--- config.mk ---
export PLATFORM = sky130hd
export DESIGN_NAME = speak_sid_mailbox
export DESIGN_NICKNAME = d
export VERILOG_FILES = /design/src/rtl/speak_sid_mailbox.sv
export SDC_FILE = /design/constraint.sdc
export NUM_CORES = 1
export LEC_CHECK = 0
export CORE_MARGIN = 2
export CORE_UTILIZATION = 55
export CTS_CLUSTER_DIAMETER = 30
export CTS_CLUSTER_SIZE = 25
export DETAILED_ROUTE_END_ITERATION = 6
export MAX_ROUTING_LAYER = met4
export PLACE_DENSITY = 0.9
export SLEW_MARGIN = 10
export SYNTH_ARGS = -nofsm -noshare
export SYNTH_HDL_FRONTEND = slang
export SYNTH_SLANG_ARGS = --single-unit
--- constraint.sdc ---
create_clock -name iCPC_CLOCK -period 8 [get_ports iCPC_CLOCK]
set_clock_uncertainty 0.15 [all_clocks]
set_input_delay 0.8 -clock iCPC_CLOCK [delete_from_list [all_inputs] [get_ports iCPC_CLOCK]]
set_output_delay 0.8 -clock iCPC_CLOCK [all_outputs]
set_load 0.1 [all_outputs]
--- src/rtl/speak_sid_mailbox.sv ---
// Speak&SID CPC-to-ATmega mailbox: speech FIFO, reply/status readback, SID strobes and SID clock.
// Define FIFO_FLUSH_EN to let a status write with data[7] set flush the FIFO and overflow flag.
module speak_sid_mailbox #(
  parameter int unsigned DEPTH      = 8,
  parameter int unsigned SID_DIV    = 4,
  parameter logic [15:0] SPEECH_ADR = 16'hFBEE,
  parameter logic [15:0] STATUS_ADR = 16'hFBDE,
  parameter logic [15:0] SID_BASE   = 16'hFAC0,
  parameter logic [15:0] SID_MASK   = 16'hFFE0
) (
  input  logic        iCPC_CLOCK,
  input  logic        iRESET_N,
  input  logic        iIORQ,
  input  logic        iRD,
  input  logic        iWR,
  input  logic [15:0] iADR,
  input  logic [7:0]  iCPC_DATA,
  output logic [7:0]  oCPC_DATA,
  output logic        oCPC_DATA_OE,
  input  logic [7:0]  iATMEGA_DATA,
  output logic [7:0]  oATMEGA_DATA,
  output logic        oFIFO_NONEMPTY,
  input  logic        iATMEGA_POP,
  input  logic        iATMEGA_STORE,
  input  logic        iATMEGA_READY,
  input  logic        iSID_ON,
  output logic        oSID_CS,
  output logic        oSID_RW,
  output logic        oSID_CLOCK
);
  localparam int unsigned PtrW = (DEPTH > 1) ? $clog2(DEPTH) : 1;
  localparam int unsigned CntW = $clog2(DEPTH + 1);
  localparam int unsigned Half = SID_DIV / 2;
  localparam int unsigned DivW = (Half > 1) ? $clog2(Half) : 1;

  logic [1:0] iorq_sync_q, rd_sync_q, wr_sync_q, pop_sync_q, store_sync_q;
  logic [2:0] arm_q;
  logic       wr_act_q, rd_act_q, pop_q, store_q, rd_status_q;
  logic       wr_act, rd_act, wr_evt, rd_rise, rd_fall, pop_evt, store_evt;

  logic [7:0]      mem_q [DEPTH];
  logic [PtrW-1:0] wr_ptr_q, wr_ptr_d, rd_ptr_q, rd_ptr_d;
  logic [CntW-1:0] count_q, count_d;
  logic            ovf_q, ovf_d;
  logic [7:0]      reply_q;
  logic            full, empty, flush, do_push, do_pop, ovf_set, ovf_clr, speech_wr;
  logic [4:0]      count_ext;
  logic [3:0]      level;
  logic [DivW-1:0] div_q;
  logic            sid_clk_q, speech_sel, status_sel, sid_sel;

  always_ff @(posedge iCPC_CLOCK or negedge iRESET_N) begin
    if (!iRESET_N) begin
      iorq_sync_q  <= 2'b11;
      rd_sync_q    <= 2'b11;
      wr_sync_q    <= 2'b11;
      pop_sync_q   <= 2'b00;
      store_sync_q <= 2'b00;
      arm_q        <= 3'b000;
      wr_act_q     <= 1'b0;
      rd_act_q     <= 1'b0;
      pop_q        <= 1'b0;
      store_q      <= 1'b0;
      rd_status_q  <= 1'b0;
    end else begin
      iorq_sync_q  <= {iorq_sync_q[0], iIORQ};
      rd_sync_q    <= {rd_sync_q[0], iRD};
      wr_sync_q    <= {wr_sync_q[0], iWR};
      pop_sync_q   <= {pop_sync_q[0], iATMEGA_POP};
      store_sync_q <= {store_sync_q[0], iATMEGA_STORE};
      arm_q        <= {arm_q[1:0], 1'b1};
      wr_act_q     <= wr_act;
      rd_act_q     <= rd_act;
      pop_q        <= pop_sync_q[1];
      store_q      <= store_sync_q[1];
      if (rd_rise) rd_status_q <= (iADR == STATUS_ADR);
    end
  end

  // Edges are masked until the synchronisers hold real pin levels, so a strobe still
  // active across reset release is not taken as a new transaction.
  assign wr_act    = ~iorq_sync_q[1] & ~wr_sync_q[1];
  assign rd_act    = ~iorq_sync_q[1] & ~rd_sync_q[1];
  assign wr_evt    = arm_q[2] & wr_act & ~wr_act_q;
  assign rd_rise   = arm_q[2] & rd_act & ~rd_act_q;
  assign rd_fall   = arm_q[2] & ~rd_act & rd_act_q;
  assign pop_evt   = arm_q[2] & pop_sync_q[1] & ~pop_q;
  assign store_evt = arm_q[2] & store_sync_q[1] & ~store_q;

  assign full      = (count_q == CntW'(DEPTH));
  assign empty     = (count_q == '0);
  assign speech_wr = wr_evt & (iADR == SPEECH_ADR);
`ifdef FIFO_FLUSH_EN
  assign flush     = wr_evt & (iADR == STATUS_ADR) & iCPC_DATA[7];
`else
  assign flush     = 1'b0;
`endif
  assign do_pop    = pop_evt & ~empty & ~flush;
  assign do_push   = speech_wr & (~full | do_pop);
  assign ovf_set   = speech_wr & full & ~do_pop;
  assign ovf_clr   = rd_fall & rd_status_q;

  always_comb begin
    wr_ptr_d = wr_ptr_q;
    rd_ptr_d = rd_ptr_q;
    count_d  = count_q;
    ovf_d    = ovf_q;
    if (flush) begin
      wr_ptr_d = '0;
      rd_ptr_d = '0;
      count_d  = '0;
      ovf_d    = 1'b0;
    end else begin
      if (do_push) wr_ptr_d = wr_ptr_q + PtrW'(1);
      if (do_pop)  rd_ptr_d = rd_ptr_q + PtrW'(1);
      if (do_push && !do_pop)      count_d = count_q + CntW'(1);
      else if (!do_push && do_pop) count_d = count_q - CntW'(1);
      if (ovf_set)      ovf_d = 1'b1;
      else if (ovf_clr) ovf_d = 1'b0;
    end
  end

  always_ff @(posedge iCPC_CLOCK or negedge iRESET_N) begin
    if (!iRESET_N) begin
      wr_ptr_q  <= '0;
      rd_ptr_q  <= '0;
      count_q   <= '0;
      ovf_q     <= 1'b0;
      reply_q   <= 8'h00;
      div_q     <= '0;
      sid_clk_q <= 1'b1;
    end else begin
      wr_ptr_q <= wr_ptr_d;
      rd_ptr_q <= rd_ptr_d;
      count_q  <= count_d;
      ovf_q    <= ovf_d;
      if (store_evt) reply_q <= iATMEGA_DATA;
      if (div_q == DivW'(Half - 1)) begin
        div_q     <= '0;
        sid_clk_q <= ~sid_clk_q;
      end else begin
        div_q <= div_q + DivW'(1);
      end
    end
  end

  always_ff @(posedge iCPC_CLOCK) begin
    if (do_push) mem_q[wr_ptr_q] <= iCPC_DATA;
  end

  assign count_ext      = 5'(count_q);
  assign level          = (count_ext > 5'd15) ? 4'hF : count_ext[3:0];
  assign oATMEGA_DATA   = mem_q[rd_ptr_q];
  assign oFIFO_NONEMPTY = ~empty;
  assign oSID_CLOCK     = sid_clk_q;

  assign speech_sel   = (iADR == SPEECH_ADR);
  assign status_sel   = (iADR == STATUS_ADR);
  assign oCPC_DATA_OE = ~iIORQ & ~iRD & (speech_sel | status_sel);
  assign oCPC_DATA    = speech_sel ? reply_q : {iATMEGA_READY, ovf_q, empty, full, level};

  assign sid_sel = iRESET_N & iSID_ON & ((iADR & SID_MASK) == SID_BASE) & ~iIORQ;
  assign oSID_CS = ~(sid_sel & (~iRD | ~iWR));
  assign oSID_RW = ~(sid_sel & ~iWR);

endmodule

==> out/metrics.cfg <==
[drt]
drt_first_pass_iters = 4
vias_per_cell = 5.49
via_count = 2225
avgRoutedWirePerCell_um = 18.2
wirelength_um = 7370
drt.antenna.violating_nets = 0
drc_errors = 0
drt_iter0_markers = 141

[synth]
synth_area_um2 = 4120
syn_avg_cell_area_um2 = 17.8
synth-edff-count = 64
synth_cells = 232
synth_cell_types = 34
ys_seq_area_share_pct = 70.5
yosys-top-cells-area = edfxtp_1 (47%), dfrtp_1 (19%), mux4_2 (8.7%)
ys.flop_type = edfxtp_1
yosysTopAreaCell = edfxtp_1
ys_ff_latch = 103
yosys_warnings = 0
synth_top_area_share_pct = 46.6
synthArstFlopShare_pct = 37.9
syn_nets = 279

[run_status]
status = finished, final reports clean

[timing]
worst_pin_slew_ns = 1.06
rsz0062_at_grt = false
slew_headroom_pct = 29.5
setup_violations = 0
period_share_pct = 58.0
finalMaxSlewViolations = 0
tns_ns = 0
finalWorstSetupSlack_ns = 3.36
min_period_ns = 4.64
fmax_mhz = 215
finalHoldViolCount = 0

[die]
design.core.area_um2 = 7250
die_area_um2 = 8200
rows = 31
die_y_um = 90.6
start_util_pct = 56.8
die_x_um = 90.6
ios = 62

[grt]
grt_max_degree = 41
grt_pass1_vias = 2323
overflow = 0
grtUsageTotal_pct = 20.2
grt_pass1_wl_um = 12100
grt_antenna_before_repair = 0

[placement]
gp_congestion = 0.808
port_buffers = 61
hpwlAfterDp_um = 5220
dp_slack_ns = 3.37
place_area_um2 = 4840

[critical_path]
critPathCaptureType = output port
cpPeakStageDelay_ns = 1.15
crit_chain = clkdlybuf4s50_1 > nand4b_1 > nor3_2 > nand3_1 > mux2_2 > clkdlybuf4s50_1
cp-start-kind = primary input
required_ns = 7.05
worst-path-max-fanout = 9
worst_path_most_repeated_cell = clkdlybuf4s50_1
cp.arrival_ns = 3.69
crit_type = primary input to output port
slowest_stage = clkdlybuf4s50_1

[cts]
h-tree-depth = 3
clk_path_buf_depth = 2
cts.clk_slew.worst_paths_ns = 0.10
cts_tree = done
cts_num_sinks = 103
cts_buffers = 9
cts_root_buf = clkbuf_8
post_cts_buffers = 0
cts_hold_buffers = 0
clock_latency_ns = 0.37
cts_resized = 0

[final_layout]
fin_nets = 348
fin_area_um2 = 5050
drive_above_1_share_pct = 23.5
seq_area_um2 = 2910
fillers = 457
multi_input_area_um2 = 1180
antenna_cells = 0
syn2layout_area_growth_pct = 22.5

[hold_path]
hold_class = flop to flop

[power]
ir_drop_uv = 160
p_total_mw = 1.65
power.density_nw_per_um2 = 327
p_leak_nw = 1.79

[job]
maxCapViolCount = 0

## cell usage in the layout (no fill, tap or decap), types with 2 or more instances in the layout
cell	instances
edfxtp_1	64
inv_1	4
clkdlybuf4s50_1	60
nor2_1	14
nor3_1	4
inv_8	4
dfrtp_1	32
xor2_1	2
nand3_1	6
nand4b_1	3
mux4_2	16
nand3b_1	3
nand4_1	3
buf_4	2
clkbuf_8	9
nand2b_1	3
nand2_1	10
and3_1	3
o21ai_0	3
mux2_2	27
dfstp_2	7
ha_1	5
xnor2_1	6
## critical path: cells and delay by family
family | cells | cell delay, ns
AND/OR/NAND/NOR | 3 | 0.86
multiplexers | 1 | 0.36
buffers and inverters | 2 | 1.65
## kinds of logic after synthesis
kind of cell	after synthesis	synth area share [%]
flip-flops	103	70.5
AND/OR/NAND/NOR	54	7.41
multiplexers	44	16.4
buffers and inverters	9	0.880
XOR/XNOR	8	1.70
AO/OA/AOI/OAI	7	1.03
adder cells (fa/ha/maj)	6	2.00
other	1	0.0910
## final timing paths
path                                 start              end  slack, ns  depth (start not counted)
max                                iADR[8]     oCPC_DATA[1]       3.36                          6
min reg2reg                store_sync_q[0]  store_sync_q[1]       0.21                          0
min in group asynchronous         iRESET_N       reply_q[7]       0.38                          1
min                        store_sync_q[0]  store_sync_q[1]       0.21                          0
max reg2reg                     count_q[0]       count_q[3]       4.96                         10
max in group asynchronous         iRESET_N      wr_ptr_q[2]       6.78                          1
## report_power, final
| group | switching, mW | internal (mW) |
|---|---|---|
| Sequential | 0.0783 | 0.597 |
| Clock | 0.195 | 0.126 |
| Combinational | 0.424 | 0.233 |
## Yosys cell counts (2+ instances only)
| library cell | count |
|---|---|
| and3_1 | 3 |
| buf_1 | 2 |
| buf_2 | 2 |
| dfrtp_1 | 32 |
| dfstp_2 | 7 |
| edfxtp_1 | 64 |
| ha_1 | 5 |
| inv_1 | 4 |
| mux2_2 | 27 |
| mux4_2 | 16 |
| nand2_1 | 10 |
| nand2b_1 | 3 |
| nand3_1 | 6 |
| nand3b_1 | 3 |
| nand4_1 | 3 |
| nand4b_1 | 3 |
| nor2_1 | 14 |
| nor3_1 | 4 |
| o21ai_0 | 3 |
| xnor2_1 | 6 |
| xor2_1 | 2 |
## final cells by class
type	count	share of cell area (%)
clock inverter	7	1.56
timing repair buffer	63	12.3
clock buffer	9	2.45
sequential	103	57.6
tap	99	2.45
multi-input combinational	120	23.4
inverter	4	0.297
## registers in the layout (all words and copies together) (netlist names), 2 cells and up
name          count
store_sync_q      2
iorq_sync_q       2
wr_ptr_q          3
rd_ptr_q          3
mem_q            64
count_q           4
pop_sync_q        2
wr_sync_q         2
rd_sync_q         2
arm_q             3
reply_q           8
## per-stage QoR
step,cells,hold slack [ns],util (%)
after floorplan,232,0.181,-
after global placement,389,0.182,66.8
after detailed placement,389,0.185,66.8
after CTS,405,0.208,69.6
after global routing,405,0.214,69.6
final,405,0.207,69.6
## routing by layer
metal  vias to the layer above  global-route usage (%)  wire length (um)
li1                       1028                       -                 -
met1                      1115                    25.6              3070
met2                        72                    32.3              3820
met3                        10                    5.18               346
met4                         0                    6.79               125
met5                         -                       -                 0
(Power assumes the default switching activity.)
